<file path="config.mk">
export PLATFORM = sky130hd
export DESIGN_NAME = neuron_accumulator
export DESIGN_NICKNAME = d
export VERILOG_FILES = /design/src/rtl/neuron_pkg.sv /design/src/rtl/neuron_accumulator_sat_add.sv /design/src/rtl/neuron_accumulator.sv
export SDC_FILE = /design/constraint.sdc
export NUM_CORES = 1
export LEC_CHECK = 0
export BUFFER_PORTS_ARGS = -buffer_cell sky130_fd_sc_hd__buf_4
export CORE_MARGIN = 3
export CORE_UTILIZATION = 45
export CTS_CLUSTER_SIZE = 16
export DETAILED_ROUTE_END_ITERATION = 7
export PLACE_DENSITY = 0.68
export SLEW_MARGIN = 20
export SYNTH_ARGS = -nofsm -noshare
export SYNTH_HDL_FRONTEND = slang
export SYNTH_SLANG_ARGS = --single-unit
</file>
<file path="constraint.sdc">
create_clock -name clk -period 3.4 [get_ports clk]
set_clock_uncertainty 0.2 [all_clocks]
set_input_delay 0.68 -clock clk [delete_from_list [all_inputs] [get_ports clk]]
set_output_delay 0.68 -clock clk [all_outputs]
set_load 0.02 [all_outputs]
</file>
<file path="src/rtl/neuron_pkg.sv">
// neuron_pkg: shared state encoding and saturation limits for the neuron accumulator
package neuron_pkg;
    typedef enum logic [1:0] {IDLE, ACCUM, DONE} acc_state_t;
    function automatic longint sat_max(input int w);
        return (longint'(1) <<< (w - 1)) - 1;
    endfunction
    function automatic longint sat_min(input int w);
        return -(longint'(1) <<< (w - 1));
    endfunction
endpackage

</file>
<file path="src/rtl/neuron_accumulator_sat_add.sv">
// sat_add: signed ACC_W + IN_W add with overflow flag and optional saturation
module sat_add
    import neuron_pkg::*;
#(
    parameter int ACC_W = 16,
    parameter int IN_W = 8,
    parameter bit SAT_EN = 1'b1
) (
    input  logic signed [ACC_W-1:0] a,
    input  logic signed [IN_W-1:0]  b,
    output logic signed [ACC_W-1:0] sum,
    output logic                    ovf
);
    localparam logic signed [ACC_W-1:0] MAX_V = ACC_W'(sat_max(ACC_W));
    localparam logic signed [ACC_W-1:0] MIN_V = ACC_W'(sat_min(ACC_W));
    logic signed [ACC_W:0] full;
    assign full = {a[ACC_W-1], a} + {{(ACC_W + 1 - IN_W){b[IN_W-1]}}, b};
    assign ovf = full[ACC_W] != full[ACC_W-1];
    assign sum = (ovf && SAT_EN) ? (full[ACC_W] ? MIN_V : MAX_V) : full[ACC_W-1:0];
endmodule

</file>
<file path="src/rtl/neuron_accumulator.sv">
// neuron_accumulator: handshaked bias-plus-samples accumulator producing one signed sum per transaction
module neuron_accumulator
    import neuron_pkg::*;
#(
    parameter int ACC_W = 16,
    parameter int IN_W = 8,
    parameter int N_MAX = 16,
    parameter bit SAT_EN = 1'b1,
    localparam int LEN_W = $clog2(N_MAX + 1)
) (
    input  logic                    clk,
    input  logic                    rst,
    input  logic                    start,
    input  logic signed [ACC_W-1:0] bias,
    input  logic [LEN_W-1:0]        len,
    input  logic                    in_valid,
    output logic                    in_ready,
    input  logic signed [IN_W-1:0]  in_data,
    output logic                    out_valid,
    input  logic                    out_ready,
    output logic signed [ACC_W-1:0] out_sum,
    output logic                    out_ovf,
    output logic                    busy
);
    localparam logic [LEN_W-1:0] N_MAX_L = LEN_W'(N_MAX);
    if (ACC_W <= IN_W || N_MAX < 1) begin : g_param_chk
        $error("neuron_accumulator: need ACC_W > IN_W and N_MAX >= 1");
    end
    acc_state_t state;
    logic signed [ACC_W-1:0] acc, add_sum;
    logic [LEN_W-1:0] cnt, len_c;
    logic ovf, add_ovf;
    assign len_c = (len > N_MAX_L) ? N_MAX_L : len;
    assign out_sum = acc;
    assign out_ovf = ovf;
    sat_add #(.ACC_W(ACC_W), .IN_W(IN_W), .SAT_EN(SAT_EN)) u_add (
        .a(acc), .b(in_data), .sum(add_sum), .ovf(add_ovf)
    );
    always_ff @(posedge clk) begin
        if (rst) begin
            state <= IDLE;
            acc <= '0;
            cnt <= '0;
            ovf <= 1'b0;
            in_ready <= 1'b0;
            out_valid <= 1'b0;
            busy <= 1'b0;
        end else begin
            case (state)
                IDLE: if (start) begin
                    acc <= bias;
                    cnt <= len_c;
                    ovf <= 1'b0;
                    busy <= 1'b1;
                    state <= (len_c == '0) ? DONE : ACCUM;
                    in_ready <= len_c != '0;
                    out_valid <= len_c == '0;
                end
                ACCUM: if (in_valid) begin
                    acc <= add_sum;
                    ovf <= ovf | add_ovf;
                    cnt <= cnt - LEN_W'(1);
                    if (cnt == LEN_W'(1)) begin
                        state <= DONE;
                        in_ready <= 1'b0;
                        out_valid <= 1'b1;
                    end
                end
                DONE: if (out_ready) begin
                    state <= IDLE;
                    out_valid <= 1'b0;
                    busy <= 1'b0;
                end
                default: state <= IDLE;
            endcase
        end
    end
endmodule

</file>
# == Yosys cells after proc, flatten, opt, wreduce, memory -nomap -nowiden ==
# Index checks and enable logic that the tools add are counted.
# totals
reg_bits,27
latchBits,0
ramBits,0
mem_bits_ro,0
inputBits,34
memories,0
# classes
n_addsub,2
multipliers,0
div,0
magnitude_cmp,1
n_eq_ne,8
shifts,0
n_mux,29
bitwise,1
n_reduce_logical,11
# ops
op,n
$mux 16,4
$pmux 16 s2,1
$add 16x8->17,1
$mux 5,3
$mux 1,10
$mux 2,5
$pmux 5 s2,1
$ne 2x2->1 const B,4
$reduce_and 4->1,2
$pmux 1 s2,3
$pmux 2 s3,1
$reduce_and 3->1,2
$eq 5x1->1 const B,1
$gt 5x5->1 const B,1
$logic_not 5->1,1
$reduce_and 5->1,1
$reduce_bool 5->1,1
$sub 5x1->5 const B,1
$reduce_bool 2->1,2
$pmux 1 s3,1
$reduce_bool 3->1,1
$eq 2x1->1 const B,1
$eq 2x2->1 const B,1
$logic_not 2->1,1
other kinds (2),2

# == Longest topological paths before layout ==
# depth
depth_word,6
ltp_mapped,10
mapped_depth_nobuf,10

# == By module ==
# Synthesis repeated with hierarchy kept, for this count alone.
# hier_totals
hier_cells,281
area_unflattened_um2,2434.8
# modules_own_cells
module,n_inst,cells_each,area_each_um2,seq_area_each_um2
neuron_accumulator,1,155,1393.8,540.5
sat_add,1,126,1041.0,0.0

# == Worst setup path before layout ==
# OpenSTA, ideal clock, no wires.
# synth_path
path_type,input-to-reg
from,input port in_data[3]
to,register acc[11] (netlist: out_sum[11])
arrival_ns,2.747
path_slack_ns,0.331
path_stages,8
n_path_buf,0
cell_sequence,ha_1 > o211ai_1 > o211a_1 > o31a_4 > o21bai_4 > mux2_4 > and3_1 > a221o_1
# synth_via
elab_chain_len,5
# synth_rtl
item,line_no,rtl
"start, declared",neuron_accumulator.sv:18,"input logic signed [IN_W-1:0] in_data,"
$add 16x8->17 (*),neuron_accumulator_sat_add.sv:17,"assign full = {a[ACC_W-1], a} + {{(ACC_W + 1 - IN_W){b[IN_W-1]}}, b};"
$mux 16 / $ne 1x1->1 (equally long branches),"neuron_accumulator_sat_add.sv:19, neuron_accumulator_sat_add.sv:18",
$mux 16 (*),neuron_accumulator_sat_add.sv:19,assign sum = (ovf && SAT_EN) ? (full[ACC_W] ? MIN_V : MAX_V) : full[ACC_W-1:0];
$mux 16 (*),neuron_accumulator.sv:59,ACCUM: if (in_valid) begin
$pmux 16 s2 (*),neuron_accumulator.sv:49,case (state)
"end signal, assigned",neuron_accumulator.sv:51,acc <= bias;
"end signal, assigned",neuron_accumulator.sv:60,acc <= add_sum;
"end, declared",neuron_accumulator.sv:30,"logic signed [ACC_W-1:0] acc, add_sum;"
# Mark *: on every way between the ends. The rest lies on a longest branch, timed or not. The select of a mux whose other input is x is not followed.
# A chain may end at the register's enable or synchronous reset.

# == Worst setup path after layout ==
# Ends and elaborated chain as after synthesis.

==> metrics.txt <==
clock-pin slew on the worst setup and hold paths=0.11 ns; fin cells=406; PnR Total Power=1.74 mW; Starting Density=48.3%; worst slew pin tran=0.513 ns; Peak VDD IR=0.285 mV; asr flop ratio synth=0%; adder-cell share of the synthesized area=12.5%; highest cell delay on the worst timing path=0.40 ns; type of origin of the critical path=input pin; CTS Hold Bufs=0; DRC viols=0; min-delay worst type=reg -> reg; Worst-Skew Late Latency=0.29 ns; die height=78.4 um; CP required=3.39 ns; CTS Buf Count=3; Antenna Diode Count=0; top cells by area, synth=dfxtp_1 (23%), ha_1 (12%), a21oi_1 (6.2%), nand2_1 (4.6%), nor2_1 (4.6%); Clock Tree Buf Depth=2; Synth Area in XOR/XNOR=4.46%; Max Clk Rate=330 MHz; Worst Setup Path Type=in -> reg; Syn Nets=346; PD cells=604 nW/um2; I/O pins=54; mean cell area of the mapped netlist=8.15 um2; share of the synthesized area in the top cell type=22.9%; CP Data Arrival Time=3.02 ns; Critical Path Sink Type=flip-flop; fin crit period=3.03 ns; Pleak=1.25 nW; worst-path cell with the longest stage delay=o31a_4; Synth Area in Simple Gates=20.3%; Synth Area in Compound Gates=34.8%; root buffer cell=clkbuf_8; Site Rows=25; Final ANT Viol Nets=0; post-CTS setup buffer count=0; RSZ-0062 raised after global routing=false; final hold viol count=0; cell taking the most area after synthesis=dfxtp_1; Synth Register Bits=27; post_cts resized=0; EDFF count, synth=0; Mapped Cells=289; Slew HR=64.8%; H-tree levels=1; largest net degree at the start of global routing=26; final number of setup-violating endpoints=0; Critical Path Fanout Max=5; Post-Syn Area=2360 um2; Seq/Total Area, Yosys=22.9%; setup TNS=0 ns; CTS tree=built; commonest cells in the netlist=a21oi_1 (29), nand2_1 (29), nor2_1 (29), dfxtp_1 (27), ha_1 (22); mux cell area share after synthesis=1.49%; first-pass GRT wire length=10.5 mm; outcome=finished clean; dpl cell area=2830 um2; post-detail-place hpwl=4.69 mm; total track usage=20.8%; gp weighted congestion=0.858; final period utilization=89.2%; final layout net count=397; IO buf count=53; Die Wd=78.4 um; via count=2324; crit-path cells=buf_4 -> ha_1 -> o211ai_1 -> o211a_1 -> o31a_4 -> o21bai_4 -> mux2_4 -> and3_1 -> a221o_1; Iter 0 DRT Violations=119; vias in the first global route=2253; vias per std cell=5.72; fin area=2880 um2; Main synth FF type=dfxtp_1; die area=6140 um2; max-cap violation count=0; Final Max Slew Viols=0; Clock Sinks=27; layout cells sized above 1=24.8%; initial antenna violation count=0; largest family of logic cells by synthesized area=compound AO/OA/AOI/OAI gates; core area=4880 um2; worst hold slack=0.292 ns; drt wl/cell=15.4 um; placed cell count=402; DR pass1 iterations=4; WL final=6.23 mm; yosys warns=0; Layout area overhead=22.0%; GR Overflow Total=0; Synth cell types=54
==> cells in the final DEF, fill, tap and decap left out, drive strengths merged, types with 2 or more instances in the layout <==
cell type and n:
nor2 29, buf 57, a221o 3, o41ai 2, o21ai 17, o211a 2
ha 22, clkbuf 3, o21bai 2, nand3 7, a211oi 6, and2 4
or3 2, nand2b 5, nor2b 2, a31oi 2, nand4 3, mux2i 2
a21o 6, a21oi 30, inv 11, a221oi 7, nor3 7, o21a 7
or2 5, xnor2 9, o211ai 5, o31a 2, nand3b 4, nand2 29
xor2 3, dfxtp 27
==> layer usage <==
metal | global-route usage, % | wire (um) | part of all wire (%)
met1 | 29.4 | 3040 | 49
met4 | 7.52 | 129 | 2.1
met2 | 33.0 | 2790 | 45
met5 | 0 | 0 | 0
met3 | 1.95 | 270 | 4.3
==> flip-flops by register name, indices dropped and copies added (netlist names) <==
register   flops
state          2
busy           1
out_valid      1
in_ready       1
cnt            5
out_sum       16
out_ovf        1
==> where the power goes <==
group          switching, mW  internal (mW)
Clock                  0.122         0.0838
Combinational          0.618          0.460
Sequential            0.0630          0.390
Total                  0.804          0.933
==> worst max-delay path: cells and delay by family <==
family | cells | cell delay (ns)
adder cells (fa/ha/maj) | 1 | 0.34
AND/OR/NAND/NOR | 1 | 0.22
AO/OA/AOI/OAI | 5 | 1.32
buffers and inverters | 1 | 0.11
multiplexers | 1 | 0.35
==> stage by stage <==
stage / setup slack (ns) / util, %
2_1_floorplan: 0.331 / -
4_1_cts: 0.372 / 58.9
6_report: 0.368 / 58.9
5_1_grt: 0.198 / 58.9
3_5_place_dp: 0.0594 / 57.9
3_3_place_gp: 0.128 / 57.9
==> layout make-up <==
| type | instances | area, um2 |
|---|---|---|
| Clock inverter | 1 | 7.51 |
| Tap cell | 67 | 83.8 |
| Inverter | 11 | 41.3 |
| Clock buffer | 3 | 41.3 |
| Timing Repair Buffer | 57 | 428 |
| Fill cell | 474 | 2000 |
| Sequential cell | 27 | 541 |
| Multi-Input combinational cell | 240 | 1730 |
==> path summary, 6_finish.rpt <==
| check | slack [ns] | from | endpoint | cells past startpoint |
|---|---|---|---|---|
| setup / recovery | 0.37 | in_data[3] | out_sum[11] | 9 |
| hold / removal | 0.29 | busy | busy | 2 |
| setup reg to reg | 0.46 | out_sum[0] | out_sum[8] | 10 |
| hold reg to reg | 0.29 | busy | busy | 2 |
==> kinds of logic (layout without fill, tap and decap cells) <==
kind of cell | Yosys count | after routing
buffers and inverters | 22 | 72
adder cells (fa/ha/maj) | 23 | 23
flip-flops | 27 | 27
AO/OA/AOI/OAI | 101 | 101
XOR/XNOR | 12 | 12
multiplexers | 3 | 3
AND/OR/NAND/NOR | 101 | 101
(Power assumes the default switching activity.)
